--- config.mk ---
export PLATFORM = sky130hd
export DESIGN_NAME = icache_ctrl
export DESIGN_NICKNAME = d
export VERILOG_FILES = /design/src/rtl/icache_ctrl.sv
export SDC_FILE = /design/constraint.sdc
export NUM_CORES = 2
export LEC_CHECK = 0
export CAP_MARGIN = 40
export CORE_ASPECT_RATIO = 1.25
export CORE_MARGIN = 5
export CORE_UTILIZATION = 40
export DETAILED_ROUTE_END_ITERATION = 6
export HOLD_SLACK_MARGIN = 0.15
export PLACE_DENSITY = 0.55
export SKIP_CTS_REPAIR_TIMING = 1
export SLEW_MARGIN = 20
export SYNTH_ARGS = -nofsm -noshare
export SYNTH_HDL_FRONTEND = slang
export SYNTH_SLANG_ARGS = --single-unit
--- constraint.sdc ---
create_clock -name clk -period 5.59 [get_ports clk]
set_input_delay 1.118 -clock clk [delete_from_list [all_inputs] [get_ports clk]]
set_output_delay 1.118 -clock clk [all_outputs]
set_load 0.1 [all_outputs]
--- src/rtl/icache_ctrl.sv ---
// Direct-mapped read-only instruction cache: 4-word lines, refilled one word at a time from memory.
// Latency: hit completes in the request cycle; miss completes one cycle after the last memory word.
// Backpressure: stall holds fetch during a fill; mem_rd is held until each mem_rdy; no request is taken in RESP.
module icache_ctrl #(
    parameter int INDEX_BITS     = 5,
    parameter int WORDS_PER_LINE = 4
) (
    input  logic        clk,
    input  logic        rst,
    input  logic        req,
    input  logic [15:0] addr,
    input  logic        flush,
    output logic [15:0] instr,
    output logic        done,
    output logic        stall,
    output logic        err,
    output logic        cache_req,
    output logic        cache_hit,
    output logic        mem_rd,
    output logic [15:0] mem_addr,
    input  logic [15:0] mem_data,
    input  logic        mem_rdy,
    output logic [15:0] hit_count,
    output logic [15:0] req_count
);
    localparam int LINES    = 1 << INDEX_BITS;
    localparam int OFF_BITS = $clog2(WORDS_PER_LINE);
    localparam int TAG_BITS = 16 - 1 - OFF_BITS - INDEX_BITS;

    typedef enum logic [1:0] {IDLE, FILL, RESP} state_t;

    state_t                state_q, state_d;
    logic [OFF_BITS-1:0]   word_cnt_q, word_cnt_d;
    logic [TAG_BITS-1:0]   tag_lat_q, tag_lat_d;
    logic [INDEX_BITS-1:0] idx_lat_q, idx_lat_d;
    logic [OFF_BITS-1:0]   off_lat_q, off_lat_d;
    logic [LINES-1:0]      valid_q, valid_d;
    logic                  flush_pend_q, flush_pend_d;
    logic [15:0]           hit_count_q, hit_count_d;
    logic [15:0]           req_count_q, req_count_d;

    logic [TAG_BITS-1:0]   tag_arr  [LINES];
    logic [15:0]           data_arr [LINES][WORDS_PER_LINE];

    logic [OFF_BITS-1:0]   req_off;
    logic [INDEX_BITS-1:0] req_idx;
    logic [TAG_BITS-1:0]   req_tag;
    logic                  req_ok;
    logic                  lookup_hit;
    logic                  fill_last;

    assign req_off    = addr[OFF_BITS:1];
    assign req_idx    = addr[OFF_BITS+INDEX_BITS:OFF_BITS+1];
    assign req_tag    = addr[15:16-TAG_BITS];
    assign req_ok     = req && !addr[0];
    assign lookup_hit = valid_q[req_idx] && (tag_arr[req_idx] == req_tag);
    assign fill_last  = (state_q == FILL) && mem_rdy &&
                        (word_cnt_q == OFF_BITS'(WORDS_PER_LINE - 1));

    always_ff @(posedge clk or negedge rst) begin
        if (!rst) begin
            state_q <= IDLE;
        end else begin
            state_q <= state_d;
        end
    end

    always_comb begin
        state_d = state_q;
        case (state_q)
            IDLE:    if (req_ok && !lookup_hit) state_d = FILL;
            FILL:    if (fill_last) state_d = RESP;
            RESP:    state_d = IDLE;
            default: state_d = IDLE;
        endcase
    end

    always_comb begin
        instr     = '0;
        done      = 1'b0;
        stall     = 1'b0;
        err       = 1'b0;
        cache_req = 1'b0;
        cache_hit = 1'b0;
        mem_rd    = 1'b0;
        mem_addr  = '0;
        case (state_q)
            IDLE: begin
                if (req && addr[0]) begin
                    done = 1'b1;
                    err  = 1'b1;
                end else if (req_ok) begin
                    cache_req = 1'b1;
                    if (lookup_hit) begin
                        done      = 1'b1;
                        cache_hit = 1'b1;
                        instr     = data_arr[req_idx][req_off];
                    end else begin
                        stall = 1'b1;
                    end
                end
            end
            FILL: begin
                stall    = 1'b1;
                mem_rd   = 1'b1;
                mem_addr = {tag_lat_q, idx_lat_q, word_cnt_q, 1'b0};
            end
            RESP: begin
                done  = 1'b1;
                instr = data_arr[idx_lat_q][off_lat_q];
            end
            default: ;
        endcase
    end

    // A flush seen outside IDLE is deferred so the line being filled is invalidated too.
    always_comb begin
        word_cnt_d   = word_cnt_q;
        tag_lat_d    = tag_lat_q;
        idx_lat_d    = idx_lat_q;
        off_lat_d    = off_lat_q;
        valid_d      = valid_q;
        flush_pend_d = flush_pend_q;
        case (state_q)
            IDLE: begin
                if (req_ok && !lookup_hit) begin
                    word_cnt_d = '0;
                    tag_lat_d  = req_tag;
                    idx_lat_d  = req_idx;
                    off_lat_d  = req_off;
                end
                if (flush) valid_d = '0;
            end
            FILL: begin
                if (flush) flush_pend_d = 1'b1;
                if (mem_rdy) word_cnt_d = word_cnt_q + OFF_BITS'(1);
                if (fill_last) valid_d[idx_lat_q] = 1'b1;
            end
            RESP: begin
                if (flush_pend_q || flush) begin
                    valid_d      = '0;
                    flush_pend_d = 1'b0;
                end
            end
            default: ;
        endcase
    end

    always_comb begin
        hit_count_d = hit_count_q;
        req_count_d = req_count_q;
        if (cache_hit && (hit_count_q != 16'hFFFF)) hit_count_d = hit_count_q + 16'd1;
        if (cache_req && (req_count_q != 16'hFFFF)) req_count_d = req_count_q + 16'd1;
    end

    always_ff @(posedge clk or negedge rst) begin
        if (!rst) begin
            word_cnt_q   <= '0;
            tag_lat_q    <= '0;
            idx_lat_q    <= '0;
            off_lat_q    <= '0;
            valid_q      <= '0;
            flush_pend_q <= 1'b0;
            hit_count_q  <= '0;
            req_count_q  <= '0;
        end else begin
            word_cnt_q   <= word_cnt_d;
            tag_lat_q    <= tag_lat_d;
            idx_lat_q    <= idx_lat_d;
            off_lat_q    <= off_lat_d;
            valid_q      <= valid_d;
            flush_pend_q <= flush_pend_d;
            hit_count_q  <= hit_count_d;
            req_count_q  <= req_count_d;
        end
    end

    // Tag and data storage carry no reset; the valid bits alone qualify their contents.
    always_ff @(posedge clk) begin
        if ((state_q == FILL) && mem_rdy) data_arr[idx_lat_q][word_cnt_q] <= mem_data;
        if (fill_last) tag_arr[idx_lat_q] <= tag_lat_q;
    end

    assign hit_count = hit_count_q;
    assign req_count = req_count_q;
endmodule

==> flow_metrics.tcl <==
set metrics [dict create \
    status "finished clean" \
    setup.worst_path.end_class "output pin" \
    syn_nets 5203 \
    numCtsBuffers 245 \
    ys_types 65 \
    synth_xor_area_frac 0.00299 \
    synthToLayoutAreaGrowth_pct 18.3 \
    cp_data_required_time_ns 4.47 \
    skew_ns 0.0846 \
    finalCritPeriodShare 0.992 \
    clock-root-buffer "clkbuf_16" \
    final_common_cell "edfxtp_1" \
    ys_seq_elements 2388 \
    crit_arrival_ns 4.43 \
    regToRegStartpoint "idx_lat_q[2]" \
    grt_overflow 0 \
    cp_cell_sequence "buf_12, buf_8, buf_16, mux4_2, mux4_2, a221oi_2, buf_4, a31oi_1, nand2_2, o31ai_1, nand2_1, o21ai_1, buf_4, buf_12" \
    dieArea_um2 281000 \
    ys_warn_count 0 \
    antenna_found_initial 19 \
    dr.pass1.iters 5 \
    path_max_fanout 12 \
    syn_area_um2 108000 \
    hold_violations 0 \
    grt_max_degree 83 \
    hold_class "in -> reg" \
    htreeDepth 4 \
    max_freq_ghz 0.180 \
    power.density_nw_per_um2 431 \
    core_area_um2 269000 \
    grt_pass1_vias 63239 \
    synth_top_area_cell "edfxtp_1" \
    yosys-top-cells-area "edfxtp_1 64%, mux4_2 26%, dfrtp_1 1.9%" \
    ys_seq_area_frac 0.658 \
    synth_edf_count 2304 \
    synth_simple_gate_area_share 0.0218 \
    drc 0 \
    slowest_delay_ns 0.55 \
    ys_async_sr_fraction 0.0352 \
    finalSetupViolCount 0 \
    cp_top_family "multiplexers" \
    max_cap_viol_count 0 \
    final_layout_size_suffix_gt1_frac 0.422 \
    finalWorstSetupSlack_ns 0.0450 \
    crit_path_top_delay_cell "mux4_2" \
    irDropWorstVdd_mv 0.620 \
    die_w_um 476 \
    clock_path_buffers 4 \
    cts.sinks 2388 \
    dp_hpwl_um 239000 \
    initial_utilization 0.402 \
    worstHoldStart "mem_data[11]" \
    ant_nets 0 \
    gp_congestion 0.867 \
    drv_slew 0 \
    via_per_inst 6.49 \
    io-pin-count 107 \
    clock_latency_ns 0.94 \
    p_leak_nw 40.8 \
    io_buffers 105 \
    worstSetupStartpointType "flop" \
    crit_buf_inv 6 \
    drtIter0Drc 7264 \
    layout_common_cells "2304 x edfxtp_1, 1255 x mux4_2, 442 x buf_4" \
    yosysTopAreaCellShare 0.638 \
    synth_flop_cell "edfxtp_1" \
    clkSlewWorstSetupHoldPaths_ns 0.07 \
    tightest_slew_ns 0.956 \
    synth_fa_ha_area_frac 0.000693 \
    critPathLaunch "idx_lat_q[0]" \
    synth_mux_area_frac 0.277 \
    post-route-util 0.476 \
    synth_top_family_by_area "multiplexers" \
    timing.final.crit_period_ns 5.54 \
    fp.dieH_um 592 \
    num_rows 213 \
    post-place-ws_ns -0.900 \
    slew_headroom 0.362 \
    wirelength_um 390000 \
    synth_compound_area_frac 0.0233 \
    grt_pass1_wl_um 525000 \
    vias 61627 \
    track_usage 0.272 \
    synthCells 5160 \
    cts_tree "done" \
    final_nets 5792 \
    routedWlPerCell_um 41.1 \
    setup.worst_path.class "reg -> out" \
    synth.avg_cell_area_um2 21.0 \
]
[registers in the layout (all words and copies together) (netlist names)]
register      cells
idx_lat_q         5
word_cnt_q        2
state_q           2
hit_count        16
flush_pend_q      1
data_arr       2048
req_count        16
valid_q          32
tag_arr         256
tag_lat_q         8
off_lat_q         2
[cell type report]
cell class,count,area (um2)
clock buffers,303,6570
diodes,7,17.5
clock inverters,136,1390
inverters,13,61.3
well taps,3547,4440
fillers,22007,141000
repair buffers,736,8380
flip-flops and latches,2388,71300
multi-input cells,2365,36000
[Yosys cell counts, drive strengths merged, types with 5 or more instances]
library cell	n
nand4	17
o21a	33
mux2i	139
a221oi	13
a21oi	74
a22o	11
a211oi	28
a311oi	6
edfxtp	2304
nand2	193
mux4	1255
and3	11
nor3	13
nor4	7
buf	233
xor2	17
o211ai	8
mux2	31
and2	31
dfrtp	84
nand3	33
a221o	6
nor2	169
o2111ai	5
clkbuf	161
o31ai	9
inv	12
o22ai	9
a31oi	11
nor2b	20
a22oi	60
or2	5
o221ai	9
o21ai	77
xnor2	20
ha	6
nand2b	6
[cell families (layout without fill, tap and decap cells)]
family                   count (synthesis)  count (layout)
flip-flops                            2388            2388
multiplexers                          1425            1425
AND/OR/NAND/NOR                        519             519
buffers and inverters                  407            1188
AO/OA/AOI/OAI                          377             377
XOR/XNOR                                37              37
adder cells (fa/ha/maj)                  6               6
other                                    1               8
[final timing paths]
check	endpoint	slack, ns	cells after the start
worst max-delay path	instr[7]	0.05	14
worst min-delay path	data_arr[30][11]	0.46	1
worst max register to register	tag_arr[26][2]	1.91	6
worst min register to register	valid_q[31]	0.48	1
max in group asynchronous	word_cnt_q[0]	3.87	4
min in group asynchronous	req_count[6]	0.63	2
[layer usage]
layer	wire length, um	track usage	vias to the layer above
met2	190000	0.450	3271
met5	66	0	-
met3	32600	0.0503	883
li1	-	-	23626
met1	141000	0.345	33837
met4	26800	0.141	10
[worst reg2reg max path, delay by kind of cell, from the launching register on]
family                 cells  cell delay [ns]
AND/OR/NAND/NOR            3             1.48
buffers and inverters      3             1.21
flip-flops                 1             0.65
[per-stage QoR]
step	TNS, ns	instance area [um2]	hold WS (ns)	total power [mW]	cells
floorplan	-4.14	108000	0.459	30.3	5160
global placement	-1.80	118000	0.468	37.7	8937
detailed placement	-1.17	119000	0.475	38.1	9003
CTS	-6.53	127000	0.235	54.7	9442
global route	-0.0000502	128000	0.438	56.8	9491
finish	0	128000	0.462	55.3	9495
[where the power goes]
group	total (mW)	switching [mW]	leakage [nW]	internal [mW]
clock	16.6	7.09	3.90	9.52
combinational	18.0	10.5	15.1	7.46
sequential	20.7	0.461	21.8	20.2
Note: power is estimated with default switching activity, not from simulation.
